$ cat config.mk
export PLATFORM = sky130hd
export DESIGN_NAME = spi_stream_ctrl
export DESIGN_NICKNAME = d
export VERILOG_FILES = /design/src/rtl/spi_stream_pkg.sv /design/src/rtl/byte_fifo.sv /design/src/rtl/spi_stream_ctrl.sv
export SDC_FILE = /design/constraint.sdc
export NUM_CORES = 1
export LEC_CHECK = 0
export CORE_MARGIN = 1
export CORE_UTILIZATION = 50
export CTS_CLUSTER_DIAMETER = 30
export DETAILED_ROUTE_END_ITERATION = 8
export PLACE_DENSITY = 0.76
export REMOVE_ABC_BUFFERS = 1
export SKIP_LAST_GASP = 1
export SYNTH_ARGS = -nofsm -noshare
export SYNTH_HDL_FRONTEND = slang
export SYNTH_HIERARCHICAL = 1
export SYNTH_SLANG_ARGS = --single-unit
$ cat constraint.sdc
create_clock -name clk -period 5.8 [get_ports clk]
set_input_delay 1.16 -clock clk [delete_from_list [all_inputs] [get_ports clk]]
set_output_delay 1.16 -clock clk [all_outputs]
set_load 0.01 [all_outputs]
$ cat src/rtl/spi_stream_pkg.sv
// Shared definitions for the SPI byte-stream controller: register offsets on
// both the CPU side and the SPI peripheral side, STATUS/CTRL bit positions and
// the engine state encoding.
package spi_stream_pkg;

    // CPU-facing register map (byte addresses, decoded on bits [11:2])
    localparam logic [11:0] CPU_DATA_ADDR   = 12'h000;
    localparam logic [11:0] CPU_STATUS_ADDR = 12'h004;
    localparam logic [11:0] CPU_CTRL_ADDR   = 12'h008;

    // SPI peripheral register map driven by the engine
    localparam logic [11:0] SPI_DATA_ADDR   = 12'h000;
    localparam logic [11:0] SPI_STATUS_ADDR = 12'h004;
    localparam logic [11:0] SPI_CTRL_ADDR   = 12'h008;

    // tx_done flag position inside the SPI peripheral status word
    localparam int SPI_TX_DONE_BIT = 1;

    // STATUS bit positions
    localparam int ST_TX_EMPTY = 0;
    localparam int ST_TX_FULL  = 1;
    localparam int ST_RX_EMPTY = 2;
    localparam int ST_RX_FULL  = 3;
    localparam int ST_BUSY     = 4;
    localparam int ST_TXOVF    = 5;
    localparam int ST_TMO      = 6;

    // CTRL bit positions
    localparam int CTRL_ENABLE = 0;
    localparam int CTRL_IRQ_EN = 1;
    localparam int CTRL_CLEAR  = 2;
    localparam int CTRL_FLUSH  = 3;

    // Engine states
    typedef enum logic [2:0] {
        ENG_IDLE  = 3'd0,
        ENG_LOAD  = 3'd1,
        ENG_START = 3'd2,
        ENG_WAIT  = 3'd3,
        ENG_READ  = 3'd4
    } engState_e;

endpackage

$ cat src/rtl/byte_fifo.sv
// Byte-wide FIFO with push/pop/flush, full/empty/count and a registered head.
// DEPTH must be a power of two so the pointers wrap naturally.
module byte_fifo
    import spi_stream_pkg::*;
#(
    parameter int DEPTH = 8
) (
    input  logic                     clk,
    input  logic                     rst,
    input  logic                     push_i,
    input  logic [7:0]               data_i,
    input  logic                     pop_i,
    input  logic                     flush_i,
    output logic [7:0]               head_o,
    output logic                     full_o,
    output logic                     empty_o,
    output logic [$clog2(DEPTH):0]   count_o
);

    localparam int AW = $clog2(DEPTH);

    logic [7:0]    mem_q [DEPTH];
    logic [AW-1:0] wrPtr_q, wrPtr_d;
    logic [AW-1:0] rdPtr_q, rdPtr_d;
    logic [AW:0]   count_q, count_d;
    logic [7:0]    head_q, head_d;
    logic [AW-1:0] wrIdx;
    logic          pushOk;
    logic          popOk;

    assign full_o  = (count_q == (AW+1)'(DEPTH));
    assign empty_o = (count_q == '0);
    assign count_o = count_q;
    assign head_o  = head_q;

    // Next pointer/count/head; a flush restarts at slot 0 but still accepts a same-cycle push
    always_comb begin
        pushOk  = push_i && (!full_o || flush_i);
        popOk   = pop_i && !empty_o && !flush_i;
        wrIdx   = flush_i ? '0 : wrPtr_q;
        rdPtr_d = flush_i ? '0 : rdPtr_q + AW'(popOk);
        wrPtr_d = wrIdx + AW'(pushOk);
        if (flush_i) begin
            count_d = (AW+1)'(pushOk);
        end else begin
            count_d = count_q + (AW+1)'(pushOk) - (AW+1)'(popOk);
        end
        if (pushOk && (wrIdx == rdPtr_d)) begin
            head_d = data_i;
        end else begin
            head_d = mem_q[rdPtr_d];
        end
    end

    // Storage array, written only on an accepted push
    always_ff @(posedge clk) begin
        if (pushOk) begin
            mem_q[wrIdx] <= data_i;
        end
    end

    // Pointer, count and head registers
    always_ff @(posedge clk or posedge rst) begin
        if (rst) begin
            wrPtr_q <= '0;
            rdPtr_q <= '0;
            count_q <= '0;
            head_q  <= '0;
        end else begin
            wrPtr_q <= wrPtr_d;
            rdPtr_q <= rdPtr_d;
            count_q <= count_d;
            head_q  <= head_d;
        end
    end

endmodule

$ cat src/rtl/spi_stream_ctrl.sv
// Memory-mapped byte-stream front end for the SPI peripheral. The CPU fills a
// TX FIFO and drains an RX FIFO; an engine walks each byte through the SPI
// register port (load data, start, poll tx_done, read back) without CPU help.
module spi_stream_ctrl
    import spi_stream_pkg::*;
#(
    parameter int DEPTH   = 8,
    parameter int TIMEOUT = 1023
) (
    input  logic        clk,
    input  logic        rst,
    input  logic        CS,
    input  logic        REN,
    input  logic        WEN,
    input  logic [11:0] Addr,
    input  logic [31:0] DataIn,
    output logic [31:0] DataOut,
    output logic        irq,
    output logic        m_CS,
    output logic        m_REN,
    output logic        m_WEN,
    output logic [11:0] m_Addr,
    output logic [31:0] m_DataIn,
    input  logic [31:0] m_DataOut
);

    localparam int CW  = $clog2(DEPTH) + 1;
    localparam int WDW = $clog2(TIMEOUT + 1);

    engState_e      engState_q;
    logic [WDW-1:0] wdog_q;
    logic           enable_q;
    logic           irqEn_q;
    logic           txovf_q;
    logic           tmo_q;
    logic           irq_q;

    logic           dataSel, statusSel, ctrlSel;
    logic           txPush, rxPop, ctrlWrite, flush, clearSticky;
    logic           engPop, rxPush, busy, timeoutHit, txDone;
    logic [7:0]     txHead, rxHead;
    logic           txFull, txEmpty, rxFull, rxEmpty;
    logic [CW-1:0]  txCount, rxCount;
    logic [31:0]    statusWord;
    logic           unusedBits;

    assign dataSel     = CS && (Addr[11:2] == CPU_DATA_ADDR[11:2]);
    assign statusSel   = CS && (Addr[11:2] == CPU_STATUS_ADDR[11:2]);
    assign ctrlSel     = CS && (Addr[11:2] == CPU_CTRL_ADDR[11:2]);
    assign txPush      = dataSel && WEN;
    assign rxPop       = dataSel && REN;
    assign ctrlWrite   = ctrlSel && WEN;
    assign flush       = ctrlWrite && DataIn[CTRL_FLUSH];
    assign clearSticky = ctrlWrite && DataIn[CTRL_CLEAR];

    assign engPop     = (engState_q == ENG_START);
    assign rxPush     = (engState_q == ENG_READ);
    assign busy       = (engState_q != ENG_IDLE);
    assign txDone     = m_DataOut[SPI_TX_DONE_BIT];
    assign timeoutHit = (engState_q == ENG_WAIT) && !txDone && (wdog_q == WDW'(TIMEOUT - 1));
    assign irq        = irq_q;
    assign unusedBits = ^{Addr[1:0], DataIn[31:8], m_DataOut[31:8]};

    byte_fifo #(.DEPTH(DEPTH)) u_txFifo (
        .clk     (clk),
        .rst     (rst),
        .push_i  (txPush),
        .data_i  (DataIn[7:0]),
        .pop_i   (engPop),
        .flush_i (flush),
        .head_o  (txHead),
        .full_o  (txFull),
        .empty_o (txEmpty),
        .count_o (txCount)
    );

    byte_fifo #(.DEPTH(DEPTH)) u_rxFifo (
        .clk     (clk),
        .rst     (rst),
        .push_i  (rxPush),
        .data_i  (m_DataOut[7:0]),
        .pop_i   (rxPop),
        .flush_i (flush),
        .head_o  (rxHead),
        .full_o  (rxFull),
        .empty_o (rxEmpty),
        .count_o (rxCount)
    );

    // Engine sequencing; a full RX FIFO holds it in IDLE so RX can never overflow
    always_ff @(posedge clk or posedge rst) begin
        if (rst) begin
            engState_q <= ENG_IDLE;
            wdog_q     <= '0;
        end else begin
            case (engState_q)
                ENG_IDLE: begin
                    if (enable_q && !txEmpty && !rxFull) begin
                        engState_q <= ENG_LOAD;
                    end
                end
                ENG_LOAD: begin
                    engState_q <= ENG_START;
                end
                ENG_START: begin
                    wdog_q     <= '0;
                    engState_q <= ENG_WAIT;
                end
                ENG_WAIT: begin
                    if (txDone) begin
                        engState_q <= ENG_READ;
                    end else if (timeoutHit) begin
                        engState_q <= ENG_IDLE;
                    end else begin
                        wdog_q <= wdog_q + 1'b1;
                    end
                end
                ENG_READ: begin
                    engState_q <= ENG_IDLE;
                end
                default: begin
                    engState_q <= ENG_IDLE;
                end
            endcase
        end
    end

    // CTRL read/write bits
    always_ff @(posedge clk or posedge rst) begin
        if (rst) begin
            enable_q <= 1'b0;
            irqEn_q  <= 1'b0;
        end else if (ctrlWrite) begin
            enable_q <= DataIn[CTRL_ENABLE];
            irqEn_q  <= DataIn[CTRL_IRQ_EN];
        end
    end

    // Sticky error flags; a new event in the clearing cycle wins over the clear
    always_ff @(posedge clk or posedge rst) begin
        if (rst) begin
            txovf_q <= 1'b0;
            tmo_q   <= 1'b0;
        end else begin
            if (clearSticky) begin
                txovf_q <= 1'b0;
                tmo_q   <= 1'b0;
            end
            if (txPush && txFull) begin
                txovf_q <= 1'b1;
            end
            if (timeoutHit) begin
                tmo_q <= 1'b1;
            end
        end
    end

    // Registered level interrupt
    always_ff @(posedge clk or posedge rst) begin
        if (rst) begin
            irq_q <= 1'b0;
        end else begin
            irq_q <= irqEn_q && ((txEmpty && !busy) || txovf_q || tmo_q);
        end
    end

    // SPI register-port strobes decoded straight from the engine state
    always_comb begin
        m_CS     = 1'b0;
        m_REN    = 1'b0;
        m_WEN    = 1'b0;
        m_Addr   = 12'h000;
        m_DataIn = 32'h0;
        case (engState_q)
            ENG_LOAD: begin
                m_CS     = 1'b1;
                m_WEN    = 1'b1;
                m_Addr   = SPI_DATA_ADDR;
                m_DataIn = {24'h0, txHead};
            end
            ENG_START: begin
                m_CS     = 1'b1;
                m_WEN    = 1'b1;
                m_Addr   = SPI_CTRL_ADDR;
                m_DataIn = 32'h1;
            end
            ENG_WAIT: begin
                m_CS   = 1'b1;
                m_REN  = 1'b1;
                m_Addr = SPI_STATUS_ADDR;
            end
            ENG_READ: begin
                m_CS   = 1'b1;
                m_REN  = 1'b1;
                m_Addr = SPI_DATA_ADDR;
            end
            default: begin
                m_CS = 1'b0;
            end
        endcase
    end

    // CPU read mux; counts are zero-extended into their byte lanes
    always_comb begin
        statusWord                 = 32'h0;
        statusWord[ST_TX_EMPTY]    = txEmpty;
        statusWord[ST_TX_FULL]     = txFull;
        statusWord[ST_RX_EMPTY]    = rxEmpty;
        statusWord[ST_RX_FULL]     = rxFull;
        statusWord[ST_BUSY]        = busy;
        statusWord[ST_TXOVF]       = txovf_q;
        statusWord[ST_TMO]         = tmo_q;
        statusWord[15:8]           = 8'(txCount);
        statusWord[23:16]          = 8'(rxCount);
        DataOut = 32'h0;
        if (CS && REN) begin
            if (dataSel) begin
                DataOut = rxEmpty ? 32'h0 : {24'h0, rxHead};
            end else if (statusSel) begin
                DataOut = statusWord;
            end else if (ctrlSel) begin
                DataOut = {30'h0, irqEn_q, enable_q};
            end
        end
    end

endmodule

==> run metrics, run 1 <==
Avg Vias per Cell=5.69; overall fraction of global-route tracks in use=0.206; post-CTS setup-driven buffer insertion count=0; post-synthesis register bit count=182; initial antenna violation count=0; antenna cells=0; Post-Synthesis Cell Area=roughly 9000 um^2; number of hold-slack violations in the final timing report=0; worst setup path start=Addr[5]; via count of the first global-routing pass=5435; Reg2Reg Capture Point=u_txFifo/head_o[5]$_DFF_PP0_; post-synthesis async set-or-reset flop share=0.297; num ports=161; post-synthesis cell type count=57; full die area=between 15000 and 20000 um^2; leftover overflow at the end of global routing=0; # nets final=854; DR iter-0 viols=354; number of enable-type register cells in the synthesized netlist=around 130; first-pass GRT wire length=about 29000 um; total half-perimeter wirelength after legalization and detailed placement=12400 um; relative area change from synthesis to final layout=13.2%; final worst hold slack=0.546 ns; number of hold buffers added after cts=0; CP Data Arrival Time=3.65 ns; outcome=finished clean; Detailed Route WL=approximately 18000 um; Power Density=411 nW/um^2; post-synthesis mux area share=0.0515; adder and majority cell fraction of the synthesized area=0.0351; final estimated routing congestion in global placement=0.880; count of mapped cells out of synthesis=691; ANT nets after route=0; simple-gate share of the synthesized area=0.126; share of the core filled with cells in the final layout=0.584; width of the die=roughly 140 um; level count of the clock H-tree=4; Reg-to-Reg Start=engState_q[2]$_DFFE_PP0P_; worst skew pair latency=0.42 ns; xor and xnor area share after synthesis=0.0188; R2R depth=11; y dimension of the die=136 um; CTS Sinks=182; fraction of final layout cells with drive strength greater than 1=0.134; VDD IR max=334 uV; critical path peak fanout=13; number of maximum-capacitance violations=0; clock tree root driver cell=sky130_fd_sc_hd__clkbuf_16; highest attainable clock frequency=208 MHz; static power due to leakage=roughly 0.0040 uW; Post-Synthesis Mean Instance Area=between 10 and 15 um^2; Worst Setup Slack, final=just under 1 ns; Critical Path Sink Type=primary output; clock slew seen by the registers of the worst setup and hold paths=0.06 ns; Crit Path Class=input pin to primary output; area inside the core boundary=17400 um^2; maximum number of buffers from clock root to sink=2; clock tree from TritonCTS=yes; compound-cell area share of the yosys netlist=0.109; register area share after synthesis=0.578; largest net degree at the start of global routing=56; number of buffers created by CTS=17; period utilisation layout=0.829; Worst Hold Class=flop to flop; worst slack at placement=0.832 ns; Fin Setup TNS=0 ns; final period demand of the worst path=between 4 and 5 ns; unrepaired setup endpoints after global routing=false; via total after detailed routing=5616; final routed DRC violation total=0; total count of max-transition violations in the final report=0; port buffer count=60; number of instances on the worst hold path=1; Required @ worst endpoint=between 4 and 5 ns; setup slack of the worst register-to-register path=1.67 ns; Critical Path Start Type=input pin; final setup skew=slightly above 0.01 ns; worst-margin pin slew=1.23 ns; headroom to the max-slew limit=0.173; end point of the critical path=DataOut[2]; commonest register cell after synthesis=sky130_fd_sc_hd__edfxtp_1; starting density of the core=0.516; number of warnings printed during yosys synthesis=6; first-pass detailed-route iteration total=4; total of endpoints with negative setup slack in the final report=0; largest family of logic cells by synthesized area=simple AND/OR/NAND/NOR gates; count of standard-cell rows=48; Routed WL per cell=18.3 um; post-cts resize count=0
## worst min path at each step
stage,startpoint,endpoint,slack [ns]
6_report,irqEn_q$_DFFE_PP0N_,irq$_DFF_PP0_,0.55
5_1_grt,irqEn_q$_DFFE_PP0N_,irq$_DFF_PP0_,0.57
4_1_cts,irqEn_q$_DFFE_PP0N_,irq$_DFF_PP0_,0.54
3_5_place_dp,irqEn_q$_DFFE_PP0N_,irq$_DFF_PP0_,0.54
3_3_place_gp,txovf_q$_DFFE_PP0P_,txovf_q$_DFFE_PP0P_,0.52
2_1_floorplan,irqEn_q$_DFFE_PP0N_,irq$_DFF_PP0_,0.49
## registers in the layout, summed over array words and instances (netlist names)
register,flops
wdog_q,10
engState_q,3
u_txFifo/wrPtr_q,3
irqEn_q,1
u_rxFifo/mem_q,64
txovf_q,1
u_rxFifo/rdPtr_q,3
u_rxFifo/wrPtr_q,3
irq,1
u_txFifo/rdPtr_q,3
u_rxFifo/head_o,8
u_txFifo/head_o,8
tmo_q,1
enable_q,1
u_txFifo/mem_q,64
u_txFifo/count_o,4
u_rxFifo/count_o,4
## final cells by class
class                   count  area, um^2
clock buffers              17         425
clock inverters            15         141
fillers                  1320        7240
inverters                  44         165
multi-input cells         429        3260
flip-flops and latches    182        5190
well taps                 225         282
repair buffers             75         713
## where the power goes
group	switching (uW)	internal, uW	total, uW
logic	796	672	1470
clock network	501	602	1100
registers	93.8	1510	1610
## cells in the final DEF, fill, tap and decap left out, types with 3 or more instances in the layout
cell type / Yosys / layout
sky130_fd_sc_hd__a211oi_1: 50 / 50
sky130_fd_sc_hd__a21oi_1: 13 / 13
sky130_fd_sc_hd__a22o_1: 7 / 7
sky130_fd_sc_hd__and2_1: 18 / 18
sky130_fd_sc_hd__and3b_1: 33 / 33
sky130_fd_sc_hd__buf_4: 52 / 15
sky130_fd_sc_hd__clkbuf_16: 0 / 17
sky130_fd_sc_hd__clkdlybuf4s50_1: 0 / 60
sky130_fd_sc_hd__clkinv_2: 0 / 4
sky130_fd_sc_hd__conb_1: 1 / 50
sky130_fd_sc_hd__dfrtp_1: 54 / 54
sky130_fd_sc_hd__edfxtp_1: 128 / 128
sky130_fd_sc_hd__ha_1: 22 / 22
sky130_fd_sc_hd__inv_1: 41 / 41
sky130_fd_sc_hd__inv_6: 0 / 5
sky130_fd_sc_hd__mux2_2: 18 / 18
sky130_fd_sc_hd__mux2_4: 16 / 16
sky130_fd_sc_hd__nand2_1: 19 / 19
sky130_fd_sc_hd__nand2b_1: 12 / 12
sky130_fd_sc_hd__nand3_1: 5 / 5
sky130_fd_sc_hd__nand4_1: 5 / 5
sky130_fd_sc_hd__nor2_1: 23 / 22
sky130_fd_sc_hd__nor2b_1: 19 / 19
sky130_fd_sc_hd__nor3_1: 12 / 12
sky130_fd_sc_hd__nor3b_1: 4 / 4
sky130_fd_sc_hd__nor4_1: 5 / 5
sky130_fd_sc_hd__o211ai_1: 3 / 3
sky130_fd_sc_hd__o21ai_0: 6 / 6
sky130_fd_sc_hd__o22ai_1: 17 / 17
sky130_fd_sc_hd__o31a_1: 3 / 3
sky130_fd_sc_hd__o32ai_1: 16 / 16
sky130_fd_sc_hd__o41ai_1: 4 / 4
sky130_fd_sc_hd__or2_2: 4 / 4
sky130_fd_sc_hd__or4_1: 3 / 3
sky130_fd_sc_hd__xnor2_1: 13 / 13
## cells by family (layout without fill, tap and decap cells)
kind of cell	Yosys count	after routing
xor gates and xnor gates	15	15
other	1	50
adders and majority gates	24	24
muxes	36	36
AOI/OAI and AO/OA	130	130
DFF	182	182
and+or+nand+nor	174	174
buffers and inverters	129	151
## cells in the mapped netlist (2+ instances only)
master                     count  area, um^2
sky130_fd_sc_hd__a211oi_1     50         375
sky130_fd_sc_hd__a21o_1        2        15.0
sky130_fd_sc_hd__a21oi_1      13        65.1
sky130_fd_sc_hd__a22o_1        7        61.3
sky130_fd_sc_hd__and2_1       18         113
sky130_fd_sc_hd__and3_1        2        12.5
sky130_fd_sc_hd__and3b_1      33         289
sky130_fd_sc_hd__buf_2        13        65.1
sky130_fd_sc_hd__buf_4        52         390
sky130_fd_sc_hd__buf_6         5        56.3
sky130_fd_sc_hd__clkbuf_1     15        56.3
sky130_fd_sc_hd__dfrtp_1      54        1350
sky130_fd_sc_hd__edfxtp_1    128        3840
sky130_fd_sc_hd__fa_1          2        40.0
sky130_fd_sc_hd__ha_1         22         275
sky130_fd_sc_hd__inv_1        41         154
sky130_fd_sc_hd__inv_2         2        7.51
sky130_fd_sc_hd__mux2_2       18         203
sky130_fd_sc_hd__mux2_4       16         240
sky130_fd_sc_hd__mux2i_1       2        20.0
sky130_fd_sc_hd__nand2_1      19        71.3
sky130_fd_sc_hd__nand2b_1     12        75.1
sky130_fd_sc_hd__nand3_1       5        25.0
sky130_fd_sc_hd__nand4_1       5        31.3
sky130_fd_sc_hd__nor2_1       23        86.3
sky130_fd_sc_hd__nor2b_1      19         119
sky130_fd_sc_hd__nor3_1       12        60.1
sky130_fd_sc_hd__nor3b_1       4        30.0
sky130_fd_sc_hd__nor4_1        5        31.3
sky130_fd_sc_hd__nor4_4        2        42.5
sky130_fd_sc_hd__o211ai_1      3        22.5
sky130_fd_sc_hd__o21ai_0       6        30.0
sky130_fd_sc_hd__o21ai_4       2        32.5
sky130_fd_sc_hd__o22ai_1      17         106
sky130_fd_sc_hd__o31a_1        3        26.3
sky130_fd_sc_hd__o31ai_1       2        15.0
sky130_fd_sc_hd__o32ai_1      16         140
sky130_fd_sc_hd__o41ai_1       4        35.0
sky130_fd_sc_hd__or2_2         4        25.0
sky130_fd_sc_hd__or4_1         3        22.5
sky130_fd_sc_hd__xnor2_1      13         114
sky130_fd_sc_hd__xnor2_4       2        55.1
## metrics by stage
stage | cell area (um^2) | total power, uW | instances
detailed placement | 9610 | 3090 | 955
global route | 10200 | 4400 | 987
finish | 10200 | 4180 | 987
floorplan | 8610 | 2660 | 655
CTS | 10200 | 4190 | 987
global placement | 9610 | 3010 | 955
## worst max-delay path: stages
cell and delay, ns:
sky130_fd_sc_hd__clkdlybuf4s50_1 0.45, sky130_fd_sc_hd__nor4b_4 0.34, sky130_fd_sc_hd__nand4_2 0.22, sky130_fd_sc_hd__nor3_2 0.64, sky130_fd_sc_hd__a22o_1 0.27, sky130_fd_sc_hd__clkdlybuf4s50_1 0.55
## metal layers
| layer | GRT usage | routed length (um) | vias up |
|---|---|---|---|
| li1 | - | - | 2587 |
| met1 | 0.264 | 7690 | 2812 |
| met2 | 0.351 | 9330 | 201 |
| met3 | 0.0403 | 874 | 16 |
| met4 | 0.0623 | 172 | 0 |
| met5 | 0 | 0 | - |
(Power assumes the default switching activity.)
==> run 2: changes to the inputs <==
- CORE_UTILIZATION: 50 -> 48
- PLACE_DENSITY: 0.76 -> 0.77
- clock period: 5.8 -> 4.06 ns (I/O delays scaled with it)
==> run 2 against run 1 <==
  * The run now ends with design-rule violations left
  * Cell count up 3.2%
  * First-iteration DRC count up 4.8%
  * Sequential share of layout area down 1.3 points
  * Clock power up 50%
  * Critical path type unchanged
==> run metrics, run 2 (synthesis gave the netlist of run 1 again) <==
outcome=finished, violations left; violations in the final reports=design-rule violations; unrepaired setup endpoints after global routing=false; final setup skew=0.0173 ns (+0.00708 ns); number of buffers created by CTS=17 (unchanged); width of the die=139 um (+2.0%); count of standard-cell rows=49 (+2.1%); end point of the critical path=DataOut[6]; post-CTS setup-driven buffer insertion count=0 (unchanged); area inside the core boundary=18100 um^2 (+4.2%); total half-perimeter wirelength after legalization and detailed placement=12200 um (-1.6%); static power due to leakage=0.00416 uW (+4.1%); number of instances on the worst hold path=1 (unchanged); relative area change from synthesis to final layout=16.2%; initial antenna violation count=0 (unchanged); count of filler cells inserted in the layout=1432 (+8.5%); via total after detailed routing=5557 (-1.1%); Power Density=586 nW/um^2 (+43%); # nets final=882 (+3.3%); overall fraction of global-route tracks in use=0.196 (-0.0101); number of hold buffers added after cts=0 (unchanged); R2R depth=11 (unchanged); setup slack of the worst register-to-register path=0.93 ns (-0.74 ns); cell type with the highest occurrence count on the critical path=sky130_fd_sc_hd__clkdlybuf4s50_1; post-cts resize count=0 (unchanged); final estimated routing congestion in global placement=0.806 (-8.4%); Worst Hold Class=flop to flop; Crit Path Class=input pin to primary output; Reg-to-Reg Start=engState_q[2]$_DFFE_PP0P_; worst slack at placement=0.0940 ns (-0.738 ns); headroom to the max-slew limit=0.526 (+0.354); final period demand of the worst path=3.78 ns; DR iter-0 viols=371 (+4.8%); period utilisation layout=0.931; most used cells in the layout excluding fill and tap cells=sky130_fd_sc_hd__edfxtp_1 (128), sky130_fd_sc_hd__clkdlybuf4s50_1 (60), sky130_fd_sc_hd__dfrtp_1 (54), sky130_fd_sc_hd__a211oi_1 (50), sky130_fd_sc_hd__conb_1 (50); Worst Setup Slack, final=0.280 ns (-0.710 ns); ANT nets after route=0 (unchanged); antenna cells=0 (unchanged); Reg2Reg Capture Point=u_txFifo/head_o[6]$_DFF_PP0_; clock tree root driver cell=sky130_fd_sc_hd__clkbuf_16; clock tree from TritonCTS=yes; port buffer count=60 (unchanged); level count of the clock H-tree=4 (unchanged); highest attainable clock frequency=265 MHz; full die area=19300 um^2 (+4.1%); number of maximum-capacitance violations=0 (unchanged); Detailed Route WL=17900 um (-0.72%); maximum single-stage delay on the critical path=0.54 ns (-0.10 ns); worst-margin pin slew=0.709 ns (-0.522 ns); first-pass detailed-route iteration total=9 (+5); maximum number of buffers from clock root to sink=2 (unchanged); first-pass GRT wire length=29000 um (+0.60%); Required @ worst endpoint=3.25 ns (-1.39 ns); y dimension of the die=139 um (+2.0%); starting density of the core=0.496 (-0.0208); total count of max-transition violations in the final report=0 (unchanged); leftover overflow at the end of global routing=0 (unchanged); VDD IR max=355 uV (+6.2%); CTS Sinks=182 (unchanged); CP Data Arrival Time=2.97 ns (-0.68 ns); worst skew pair latency=0.43 ns (about the same); critical path peak fanout=9 (-4); Critical Path Sink Type=primary output; worst setup path start=Addr[10]; cell-by-cell trace of the critical path=clkdlybuf4s50_1 > nor4b_4 > nand4_2 > nor3_2 > buf_4 > a22o_1 > clkdlybuf4s50_1; cell at the slowest stage of the critical path=sky130_fd_sc_hd__clkdlybuf4s50_1; Critical Path Start Type=input pin; Avg Vias per Cell=5.45 (-4.2%); total of endpoints with negative setup slack in the final report=0 (unchanged); fraction of final layout cells with drive strength greater than 1=0.161 (+0.0269); registers with the highest flip-flop counts=u_rxFifo/mem_q x64, u_txFifo/mem_q x64, wdog_q x10; largest net degree at the start of global routing=41 (-27%); Routed WL per cell=17.6 um (-3.8%); via count of the first global-routing pass=5455 (+0.37%); number of hold-slack violations in the final timing report=0 (unchanged); Pwr Total=6130 uW (+47%); most common cell after layout, fill and taps aside=sky130_fd_sc_hd__edfxtp_1; clock slew seen by the registers of the worst setup and hold paths=0.07 ns (about the same); num ports=161 (unchanged); final routed DRC violation total=12 (+12)
[run 2: changes by cell type in the layout (fill, tap and decap cells not counted)]
cell                         previous run  this run
sky130_fd_sc_hd__clkbuf_1               0         2
sky130_fd_sc_hd__buf_4                 15        40
sky130_fd_sc_hd__buf_12                 0         3
sky130_fd_sc_hd__clkinv_2               4         1
sky130_fd_sc_hd__bufinv_16              1         2
sky130_fd_sc_hd__clkinvlp_4             1         0
sky130_fd_sc_hd__inv_8                  2         1
sky130_fd_sc_hd__clkbuf_8               0         1
sky130_fd_sc_hd__clkinv_1               1         2
[run 2: layer usage]
layer | GRT usage | vias up | share of wire
li1 | - | 2642 | -
met1 | 0.244 | 2730 | 0.43
met2 | 0.339 | 155 | 0.52
met3 | 0.0390 | 30 | 0.037
met4 | 0.0719 | 0 | 0.017
met5 | 0 | - | 0
[run 2: how the worst min path moves through the flow]
| stage | start | end | slack, ns |
|---|---|---|---|
| floorplan | irqEn_q$_DFFE_PP0N_ | irq$_DFF_PP0_ | 0.49 |
| global placement | txovf_q$_DFFE_PP0P_ | txovf_q$_DFFE_PP0P_ | 0.53 |
| detailed placement | engState_q[1]$_DFFE_PP0P_ | engState_q[1]$_DFFE_PP0P_ | 0.54 |
| CTS | engState_q[1]$_DFFE_PP0P_ | engState_q[1]$_DFFE_PP0P_ | 0.55 |
| global route | irqEn_q$_DFFE_PP0N_ | irq$_DFF_PP0_ | 0.58 |
| finish | engState_q[1]$_DFFE_PP0P_ | engState_q[1]$_DFFE_PP0P_ | 0.55 |
[run 2: power by group]
part	leakage [uW]	switching (uW)	internal, uW
clock network	0.000290	711	936
registers	0.00183	129	2160
logic	0.00204	1130	1060
total	0.00416	1970	4160
[run 2: area by class of cell]
cell class / count / area, um^2 / area share
Multi-Input combinational cell: 429 / 3260 / 0.312
Timing Repair Buffer: 103 / 961 / 0.0919
Clock buffer: 20 / 447 / 0.0427
Sequential cell: 182 / 5190 / 0.497
Clock inverter: 12 / 141 / 0.0135
Inverter: 44 / 165 / 0.0158
Tap cell: 229 / 287 / 0.0274
[run 2: critical path: cells and delay by family]
family          cells  cell delay [ns]
compound gates      1             0.18
simple gates        3             0.78
buf+inv             3             1.19
[run 2: metrics by stage]
step / setup TNS, ns / utilization / hold WS (ns) / cells / instance area, um^2
floorplan: -129.82 / - / 0.487 / 655 / 8610
global placement: 0 / 0.544 / 0.530 / 987 / 9860
detailed placement: 0 / 0.544 / 0.538 / 987 / 9860
CTS: 0 / 0.576 / 0.552 / 1019 / 10500
global route: 0 / 0.576 / 0.577 / 1019 / 10500
finish: 0 / 0.576 / 0.551 / 1019 / 10500
==> run 3: changes to the inputs <==
- CORE_UTILIZATION: 48 -> 50
- PLACE_DENSITY: 0.77 -> 0.76
- clock period: 4.06 -> 4.7 ns (I/O delays scaled with it)
==> run 3 against run 2 <==
  * The run now ends clean
  * Routed wire length up 3.5%
  * Die area down 3.9%
  * Setup slack better by 0.18 ns
  * Non-clock buffer count down 16
  * Worst hold slack worse by 0.012 ns
  * First-iteration DRC count down 7.5%
  * Sequential power down 13%
  * Critical path type unchanged
  * Critical endpoint is now DataOut[5]
==> run metrics, run 3 (synthesis gave the netlist of run 1 again) <==
outcome=finished clean; static power due to leakage=0.00408 uW (-1.9%); most common cell after layout, fill and taps aside=sky130_fd_sc_hd__edfxtp_1; port buffer count=60 (unchanged); first-pass detailed-route iteration total=5 (-4); clock tree root driver cell=sky130_fd_sc_hd__clkbuf_16; count of filler cells inserted in the layout=1330 (-7.1%); count of standard-cell rows=48 (-2.0%); unrepaired setup endpoints after global routing=false; ANT nets after route=0 (unchanged); number of maximum-capacitance violations=0 (unchanged); relative area change from synthesis to final layout=15.0%; final period demand of the worst path=4.25 ns; VDD IR max=383 uV (+7.9%); level count of the clock H-tree=4 (unchanged); leftover overflow at the end of global routing=0 (unchanged); cell type with the highest occurrence count on the critical path=sky130_fd_sc_hd__clkdlybuf4s50_1; share of the core filled with cells in the final layout=0.594 (+0.0178); clock tree from TritonCTS=yes; Worst Hold Class=flop to flop; via count of the first global-routing pass=5574 (+2.2%); worst-margin pin slew=1.25 ns (+0.540 ns); number of hold-slack violations in the final timing report=0 (unchanged); via total after detailed routing=5679 (+2.2%); Routed WL per cell=18.6 um (+5.5%); Required @ worst endpoint=3.76 ns (+0.51 ns); critical path peak fanout=9 (unchanged); total of endpoints with negative setup slack in the final report=0 (unchanged); Avg Vias per Cell=5.68 (+4.2%); worst skew pair latency=0.43 ns (about the same); number of hold buffers added after cts=0 (unchanged); Fin Setup TNS=0 ns (unchanged); maximum number of buffers from clock root to sink=2 (unchanged); cell-by-cell trace of the critical path=clkdlybuf4s50_1 > nor4b_4 > nand4_2 > nor3_2 > buf_4 > a22o_1 > clkdlybuf4s50_1; number of buffers created by CTS=17 (unchanged); Power Density=520 nW/um^2 (-11%); total count of max-transition violations in the final report=0 (unchanged); full die area=18500 um^2 (-3.9%); setup slack of the worst register-to-register path=1.30 ns (+0.37 ns); initial antenna violation count=0 (unchanged); Critical Path Sink Type=primary output; Crit Path Class=input pin to primary output; largest net degree at the start of global routing=41 (unchanged); num ports=161 (unchanged); sum of buffers and inverters on the critical path=3 (unchanged); starting density of the core=0.516 (+0.0208); # nets final=866 (-1.8%); final routed DRC violation total=0 (-12); Critical Path Start Type=input pin; period utilisation layout=0.903; total half-perimeter wirelength after legalization and detailed placement=12700 um (+3.7%); antenna cells=0 (unchanged); clock slew seen by the registers of the worst setup and hold paths=0.07 ns (about the same); cell at the slowest stage of the critical path=sky130_fd_sc_hd__clkdlybuf4s50_1; final setup skew=0.0132 ns (-0.00418 ns); DR iter-0 viols=343 (-7.5%); width of the die=136 um (-2.0%); post-CTS setup-driven buffer insertion count=0 (unchanged); overall fraction of global-route tracks in use=0.214 (+0.0183); most used cells in the layout excluding fill and tap cells=sky130_fd_sc_hd__edfxtp_1 (128), sky130_fd_sc_hd__clkdlybuf4s50_1 (60), sky130_fd_sc_hd__dfrtp_1 (54), sky130_fd_sc_hd__a211oi_1 (50), sky130_fd_sc_hd__conb_1 (50); final estimated routing congestion in global placement=0.891 (+11%); final worst hold slack=0.539 ns (-0.0123 ns); Detailed Route WL=18600 um (+3.5%); registers with the highest flip-flop counts=u_rxFifo/mem_q x64, u_txFifo/mem_q x64, wdog_q x10; maximum single-stage delay on the critical path=0.57 ns (+0.03 ns); CTS Sinks=182 (unchanged); CP Data Arrival Time=3.31 ns (+0.34 ns); area inside the core boundary=17400 um^2 (-4.0%); highest attainable clock frequency=around 240 MHz; fraction of final layout cells with drive strength greater than 1=0.147 (-0.0135); cell class contributing the biggest share of worst-path delay=buffers and inverters; y dimension of the die=136 um (-2.0%); post-cts resize count=0 (unchanged); headroom to the max-slew limit=0.161 (-0.366); first-pass GRT wire length=29900 um (+3.0%)
[run 3: layout make-up]
type	count	area, um^2	share of cell area
clock buffer	17	425	0.0411
clock inverter	15	214	0.0207
inverter	44	165	0.0160
multi-input combinational	429	3260	0.315
sequential	182	5190	0.502
tap	225	282	0.0272
timing repair buffer	87	803	0.0777
[run 3: power breakdown]
| group | switching (uW) | internal, uW |
|---|---|---|
| clock network | 632 | 906 |
| registers | 117 | 1870 |
| logic | 1000 | 858 |
[run 3: final timing paths]
| check | from | to | cells past startpoint |
|---|---|---|---|
| max | Addr[10] | DataOut[5] | 7 |
| min | irqEn_q$_DFFE_PP0N_ | irq$_DFF_PP0_ | 1 |
| max reg2reg | u_rxFifo/count_o[2]$_DFF_PP0_ | u_rxFifo/head_o[3]$_DFF_PP0_ | 10 |
| min reg2reg | irqEn_q$_DFFE_PP0N_ | irq$_DFF_PP0_ | 1 |
| max in group asynchronous | rst | u_rxFifo/wrPtr_q[2]$_DFF_PP0_ | 2 |
| min in group asynchronous | rst | wdog_q[5]$_DFFE_PP0P_ | 2 |
[run 3: through the flow]
stage | std cells | worst slack, ns | total power, uW | instance area (um^2)
final | 999 | 0.455 | 5380 | 10300
after global routing | 999 | 0.310 | 5660 | 10300
after CTS | 999 | 0.456 | 5390 | 10300
after detailed placement | 967 | 0.251 | 3850 | 9700
after global placement | 967 | 0.363 | 3750 | 9700
after floorplan | 655 | -1.20 | 3280 | 8610
[run 3: layer usage]
| layer | wire length (um) | GRT usage |
|---|---|---|
| met2 | 9400 | 0.358 |
| met1 | 7930 | 0.270 |
| met5 | 0 | 0 |
| met4 | 372 | 0.0784 |
| met3 | 859 | 0.0522 |
